### src/rtl/bcd_clock_pkg.sv
// Shared types and constants for the BCD clock controller: FSM states,
// set_mode encodings and the BCD digit limits for hours and minutes.
package bcd_clock_pkg;

    typedef enum logic [2:0] {
        ST_RUN     = 3'd0,
        ST_PULSE   = 3'd1,
        ST_LOAD    = 3'd2,
        ST_SET_HR  = 3'd3,
        ST_SET_MIN = 3'd4
    } state_t;

    localparam logic [1:0] MODE_RUN     = 2'b00;
    localparam logic [1:0] MODE_SET_HR  = 2'b01;
    localparam logic [1:0] MODE_SET_MIN = 2'b10;

    localparam logic [3:0] BCD_LS_MAX     = 4'd9;
    localparam logic [3:0] BCD_MIN_MS_MAX = 4'd5;
    localparam logic [3:0] BCD_HR_MS_MAX  = 4'd2;
    localparam logic [3:0] BCD_HR_LS_MAX  = 4'd3;

    localparam int unsigned HR_MAX_VAL  = 32'd23;
    localparam int unsigned MIN_MAX_VAL = 32'd59;

    typedef struct packed {
        logic [3:0] ms;
        logic [3:0] ls;
    } bcd2_t;

    localparam bcd2_t BCD2_ZERO = '{ms: 4'd0, ls: 4'd0};

    // Externally visible set_mode code for a given controller state.
    function automatic logic [1:0] mode_of(input state_t st);
        logic [1:0] mode;
        case (st)
            ST_SET_HR:  mode = MODE_SET_HR;
            ST_SET_MIN: mode = MODE_SET_MIN;
            default:    mode = MODE_RUN;
        endcase
        return mode;
    endfunction

endpackage

### src/rtl/bcd_field_inc.sv
// Wrapping two-digit BCD increment used while the user is setting a field.
// MAX_VAL is the last legal value (23 for hours, 59 for minutes).
module bcd_field_inc
    import bcd_clock_pkg::*;
#(
    parameter int unsigned MAX_VAL = MIN_MAX_VAL
)
(
    input  bcd2_t cur,
    output bcd2_t nxt
);

    localparam logic [3:0] MS_TOP = 4'(MAX_VAL / 32'd10);
    localparam logic [3:0] LS_TOP = 4'(MAX_VAL % 32'd10);

    // Top value wraps to 00; otherwise a units digit of 9 carries into tens.
    always_comb begin
        nxt = cur;
        if ((cur.ms == MS_TOP) && (cur.ls == LS_TOP)) begin
            nxt = BCD2_ZERO;
        end else if (cur.ls == BCD_LS_MAX) begin
            nxt.ms = cur.ms + 4'd1;
            nxt.ls = 4'd0;
        end else begin
            nxt.ms = cur.ms;
            nxt.ls = cur.ls + 4'd1;
        end
    end

endmodule

### src/rtl/bcd_clock_ctrl.sv
// BCD wall-clock controller: counts seconds, sequences an external minute
// incrementer once per minute, and lets the user set hours and minutes.
module bcd_clock_ctrl
    import bcd_clock_pkg::*;
#(
    parameter int unsigned SEC_PER_MIN = 60
)
(
    input  logic       clk,
    input  logic       reset,
    input  logic       sec_tick,
    input  logic       mode_btn,
    input  logic       inc_btn,
    input  logic [3:0] nxt_ms_hour,
    input  logic [3:0] nxt_ls_hour,
    input  logic [3:0] nxt_ms_min,
    input  logic [3:0] nxt_ls_min,
    output logic       add_one,
    output logic [3:0] ms_hour,
    output logic [3:0] ls_hour,
    output logic [3:0] ms_min,
    output logic [3:0] ls_min,
    output logic [1:0] set_mode
);

    localparam int unsigned     CNT_W    = 6;
    localparam logic [CNT_W-1:0] SEC_LAST = CNT_W'(SEC_PER_MIN - 32'd1);
    localparam logic [CNT_W-1:0] SEC_ZERO = {CNT_W{1'b0}};
    localparam logic [CNT_W-1:0] SEC_ONE  = {{(CNT_W-1){1'b0}}, 1'b1};

    state_t           state_r;
    state_t           state_s;
    logic [CNT_W-1:0] sec_cnt_r;
    logic [CNT_W-1:0] sec_cnt_s;
    logic [CNT_W-1:0] sec_inc_s;
    logic             rollover_s;
    bcd2_t            hour_r;
    bcd2_t            hour_s;
    bcd2_t            min_r;
    bcd2_t            min_s;
    bcd2_t            hour_inc_s;
    bcd2_t            min_inc_s;
    logic             add_one_s;
    logic [1:0]       set_mode_s;

    bcd_field_inc #(.MAX_VAL(HR_MAX_VAL)) u_hour_inc (
        .cur (hour_r),
        .nxt (hour_inc_s)
    );

    bcd_field_inc #(.MAX_VAL(MIN_MAX_VAL)) u_min_inc (
        .cur (min_r),
        .nxt (min_inc_s)
    );

    assign rollover_s = sec_tick && (sec_cnt_r == SEC_LAST);
    assign sec_inc_s  = (sec_cnt_r == SEC_LAST) ? SEC_ZERO : (sec_cnt_r + SEC_ONE);

    // State register.
    always_ff @(posedge clk) begin
        if (reset) begin
            state_r <= ST_RUN;
        end else begin
            state_r <= state_s;
        end
    end

    // Next-state logic; a rollover tick takes priority over mode_btn in RUN.
    always_comb begin
        state_s = state_r;
        case (state_r)
            ST_RUN: begin
                if (rollover_s) begin
                    state_s = ST_PULSE;
                end else if (mode_btn) begin
                    state_s = ST_SET_HR;
                end else begin
                    state_s = ST_RUN;
                end
            end
            ST_PULSE: state_s = ST_LOAD;
            ST_LOAD:  state_s = ST_RUN;
            ST_SET_HR: begin
                if (mode_btn) begin
                    state_s = ST_SET_MIN;
                end else begin
                    state_s = ST_SET_HR;
                end
            end
            ST_SET_MIN: begin
                if (mode_btn) begin
                    state_s = ST_RUN;
                end else begin
                    state_s = ST_SET_MIN;
                end
            end
            default: state_s = ST_RUN;
        endcase
    end

    // Outputs decoded from the next state so the registered copies line up with state_r.
    always_comb begin
        add_one_s  = 1'b0;
        set_mode_s = mode_of(state_s);
        if (state_s == ST_PULSE) begin
            add_one_s = 1'b1;
        end else begin
            add_one_s = 1'b0;
        end
    end

    // Output registers.
    always_ff @(posedge clk) begin
        if (reset) begin
            add_one  <= 1'b0;
            set_mode <= MODE_RUN;
        end else begin
            add_one  <= add_one_s;
            set_mode <= set_mode_s;
        end
    end

    // Second counter: frozen while setting, cleared when leaving minute setting.
    always_comb begin
        sec_cnt_s = sec_cnt_r;
        case (state_r)
            ST_RUN, ST_PULSE, ST_LOAD: begin
                if (sec_tick) begin
                    sec_cnt_s = sec_inc_s;
                end else begin
                    sec_cnt_s = sec_cnt_r;
                end
            end
            ST_SET_HR: sec_cnt_s = sec_cnt_r;
            ST_SET_MIN: begin
                if (mode_btn) begin
                    sec_cnt_s = SEC_ZERO;
                end else begin
                    sec_cnt_s = sec_cnt_r;
                end
            end
            default: sec_cnt_s = SEC_ZERO;
        endcase
    end

    // Time fields: load from the external incrementer, or step while setting.
    always_comb begin
        hour_s = hour_r;
        min_s  = min_r;
        case (state_r)
            ST_LOAD: begin
                hour_s = {nxt_ms_hour, nxt_ls_hour};
                min_s  = {nxt_ms_min, nxt_ls_min};
            end
            ST_SET_HR: begin
                if (inc_btn && !mode_btn) begin
                    hour_s = hour_inc_s;
                end else begin
                    hour_s = hour_r;
                end
            end
            ST_SET_MIN: begin
                if (inc_btn && !mode_btn) begin
                    min_s = min_inc_s;
                end else begin
                    min_s = min_r;
                end
            end
            default: begin
                hour_s = hour_r;
                min_s  = min_r;
            end
        endcase
    end

    // Datapath registers.
    always_ff @(posedge clk) begin
        if (reset) begin
            sec_cnt_r <= SEC_ZERO;
            hour_r    <= BCD2_ZERO;
            min_r     <= BCD2_ZERO;
        end else begin
            sec_cnt_r <= sec_cnt_s;
            hour_r    <= hour_s;
            min_r     <= min_s;
        end
    end

    assign ms_hour = hour_r.ms;
    assign ls_hour = hour_r.ls;
    assign ms_min  = min_r.ms;
    assign ls_min  = min_r.ls;

endmodule

### config.mk
export PLATFORM = sky130hd
export DESIGN_NAME = bcd_clock_ctrl
export DESIGN_NICKNAME = d
export VERILOG_FILES = /design/src/rtl/bcd_clock_pkg.sv /design/src/rtl/bcd_field_inc.sv /design/src/rtl/bcd_clock_ctrl.sv
export SDC_FILE = /design/constraint.sdc
export NUM_CORES = 1
export LEC_CHECK = 0
export CAP_MARGIN = 25
export CORE_MARGIN = 8
export CORE_UTILIZATION = 35
export DETAILED_ROUTE_END_ITERATION = 6
export PLACE_DENSITY = 0.73
export SLEW_MARGIN = 20
export SYNTH_ARGS = -nofsm -noshare
export SYNTH_HDL_FRONTEND = slang
export SYNTH_SLANG_ARGS = --single-unit
### constraint.sdc
create_clock -name clk -period 1.7 [get_ports clk]
set_input_delay 0.255 -clock clk [delete_from_list [all_inputs] [get_ports clk]]
set_output_delay 0.255 -clock clk [all_outputs]
set_load 0.02 [all_outputs]
==> run summary <==
Status = completed
Seq/Total Area, Yosys = 0.327
Final hold vios = 0
Post-route setup TNS = 0 ns
GPL Wtd Cong = 0.819
Core area = 4720 µm²
Fill cells = 441
Placed Cells = 325
Max-capacitance violation count = 0
DR pass1 iterations = 4
Clock sink count = 28
Starting DRT DRC Count = 59
Mux cell area share after synthesis = 0.00656
Hold_buf cts = 0
Routed WL per cell = 14.2 µm
DRC viols = 0
Commonest non-fill, non-tap cell in the layout = clkdlybuf4s50_1
Die X = 86.0 µm
Post-Syn Instances = 199
Main combinational cell family by area after synthesis = compound AO/OA/AOI/OAI gates
Cell Count, Final, Fillers Out = 330
XOR/XNOR share of the synthesized area = 0.0153
Vias = 1749
Post-synthesis register bit count = 28
DP Wirelength = 3420 µm
R2R setup slack = 0.06 ns
Seq pwr share = 0.427
Final nets = 294
I/O pin count = 40
Multi-input gate area = 1110 µm²
Synth cell types = 53
First-pass GRT wire length = 7690 µm
Measured slew at the worst slew-check pin = 0.364 ns
Rows = 25
Cell area after layout = 2530 µm²
Area share of and/or/nand/nor cells after synthesis = 0.220
Max Slew Vio Count = 0
Ys flop type = dfxtp_1
Initial Utilization = 0.363
WHS = 0.488 ns
Root buf cell = clkbuf_8
Yosys Warn Count = 0
Sw frac = 0.277
Avg Vias per Cell = 5.30
CP max stage delay = 0.66 ns
Async set-or-reset flop fraction in the synthesized netlist = 0
Crit path kind = reg2out
Worst Skew = 0.00289 ns
Most frequent cells in the layout = clkdlybuf4s50_1 (37), buf_4 (27), dfxtp_1 (25)
Startpoint types = register
WP data required = 1.44 ns
Leakage = 0.946 nW
Inserted Clock Buffers = 3
Area of the die = 7400 µm²
Longest Clk Path Bufs = 2
Post-DRT Antenna Nets = 0
Adder-cell area share of the yosys netlist = 0.0656
Crit path cell chain = clkdlybuf4s50_1
Placed inst area = 2390 µm²
Post-synth EDFFs = 0
Worst-Skew Late Latency = 0.27 ns
Clock transition at path regs = 0.10 ns
Diode count = 0
GRT Overall Usage = 0.125
Total Power = 1.73 mW
Class of the tightest hold or removal check = reg2reg
Final min period = 1.66 ns
Worst rel slew slack = 0.751
H-tree depth = 1
Final WL = 4690 µm
Initial antenna violation count = 0
Final setup fails = 0
Cell Int Power = 1.25 mW
Crit path arrival time = 1.41 ns
Mapped cell area = 1720 µm²
Mapped Nets = 229
Max VDD drop = 0.362 mV
Sequential cell area = 564 µm²
Comb power frac = 0.265
CTS tree = yes
Layout cells sized above 1 = 0.209
Pin count of the biggest net entering global routing = 24
Layout area overhead = 47.4%
Die Y = 86.0 µm
Largest delay share family, worst path = buffers and inverters
Final period utilization = 0.979
Power density over cell area = 685 nW/µm²
Syn avg cell area = 8.63 µm²
CP endpoint kind = primary output
Compound-Gate Fraction of Synth Area = 0.302
Bufs and invs on worst path = 1
Port Buffer Count = 39
Switching pwr = 0.481 mW
Unrepaired setup endpoints after global routing = true
Total grt overflow = 0
Crit-path max FO = 6
Clock network power share = 0.308
Worst path slowest cell = clkdlybuf4s50_1
Vias in the first global route = 1646
Max Clk Rate = 0.601 GHz
==> final cells by class <==
class	count	share of cell area
clock inverter	1	0.0119
clock buffer	3	0.0163
sequential	28	0.223
tap	67	0.0331
timing repair buffer	69	0.255
multi-input combinational	148	0.440
inverter	14	0.0208
==> flip-flops by register name, indices dropped and copies added, names as in the netlist <==
name	flops
sec_cnt_r	6
ls_hour	4
ls_min	4
ms_hour	4
ms_min	4
state_r	3
set_mode	2
add_one	1
==> power groups by stage <==
| stage | registers [mW] | clock network [mW] | logic (mW) |
|---|---|---|---|
| after detailed placement | 0.750 | 0 | 0.446 |
| after CTS | 0.738 | 0.551 | 0.450 |
| after floorplan | 0.790 | 0 | 0.183 |
| final | 0.740 | 0.535 | 0.459 |
| after global placement | 0.750 | 0 | 0.440 |
| after global routing | 0.747 | 0.573 | 0.500 |
==> per-layer routing <==
metal | GRT usage | share of wire | up-vias | wire, µm
met1 | 0.164 | 0.47 | 813 | 2210
met4 | 0.0271 | 0.0049 | 0 | 23
met2 | 0.199 | 0.47 | 49 | 2180
met5 | 0 | 0 | - | 0
li1 | - | - | 885 | -
met3 | 0.0287 | 0.058 | 2 | 272
==> synthesized netlist by cell type (all sizes together) (2+ instances only) <==
| library cell | instances | area share |
|---|---|---|
| o311ai | 2 | 0.010 |
| a2111oi | 5 | 0.026 |
| a32oi | 2 | 0.010 |
| ha | 9 | 0.066 |
| nand3b | 5 | 0.022 |
| o31ai | 2 | 0.0087 |
| nor2b | 2 | 0.0073 |
| dfxtp | 28 | 0.33 |
| nor3 | 4 | 0.012 |
| nor4b | 3 | 0.019 |
| and2 | 2 | 0.0073 |
| and3b | 3 | 0.015 |
| buf | 6 | 0.027 |
| nor4 | 4 | 0.015 |
| xor2 | 2 | 0.010 |
| or3 | 2 | 0.0073 |
| a31oi | 2 | 0.0073 |
| a21oi | 18 | 0.052 |
| o221ai | 2 | 0.010 |
| nor3b | 2 | 0.0087 |
| o21ai | 7 | 0.023 |
| o41ai | 2 | 0.010 |
| nand2 | 5 | 0.011 |
| inv | 14 | 0.031 |
| nand3 | 8 | 0.023 |
| nor2 | 16 | 0.035 |
| nand2b | 4 | 0.019 |
| a2bb2oi | 2 | 0.010 |
| a211oi | 14 | 0.061 |
| a21o | 3 | 0.013 |
| clkbuf | 3 | 0.0066 |
| o21a | 2 | 0.0087 |
==> final timing paths <==
check,cells past startpoint,startpoint,endpoint
max,1,ms_min[0]$_SDFFE_PP0P_,ms_min[0]
min,2,sec_cnt_r[1]$_SDFFE_PP0P_,sec_cnt_r[1]$_SDFFE_PP0P_
max reg2reg,6,ls_hour[1]$_SDFFE_PP0P_,ms_hour[3]$_SDFFE_PP0P_
min reg2reg,2,sec_cnt_r[1]$_SDFFE_PP0P_,sec_cnt_r[1]$_SDFFE_PP0P_
==> per-stage QoR <==
step / setup WS, ns / utilization
final: 0.0365 / 0.536
after global routing: -0.0280 / 0.536
after CTS: -0.0132 / 0.523
after detailed placement: -0.166 / 0.505
after global placement: -0.0539 / 0.505
after floorplan: 0.0142 / -
==> logic make-up after synthesis <==
logic type | after synthesis
AO/OA/AOI/OAI | 71
buffers and inverters | 23
AND/OR/NAND/NOR | 64
flip-flops | 28
multiplexers | 1
adder cells (fa/ha/maj) | 9
XOR/XNOR | 3
==> what timing repair did <==
action                                  CTS  global route
endpoints found under the setup margin    3            11
endpoints found under the hold margin     0             0
buffers inserted                          0             1
pin swaps                                 0             2
gates resized for setup                   4            16
Note: power is estimated with default switching activity, not from simulation.
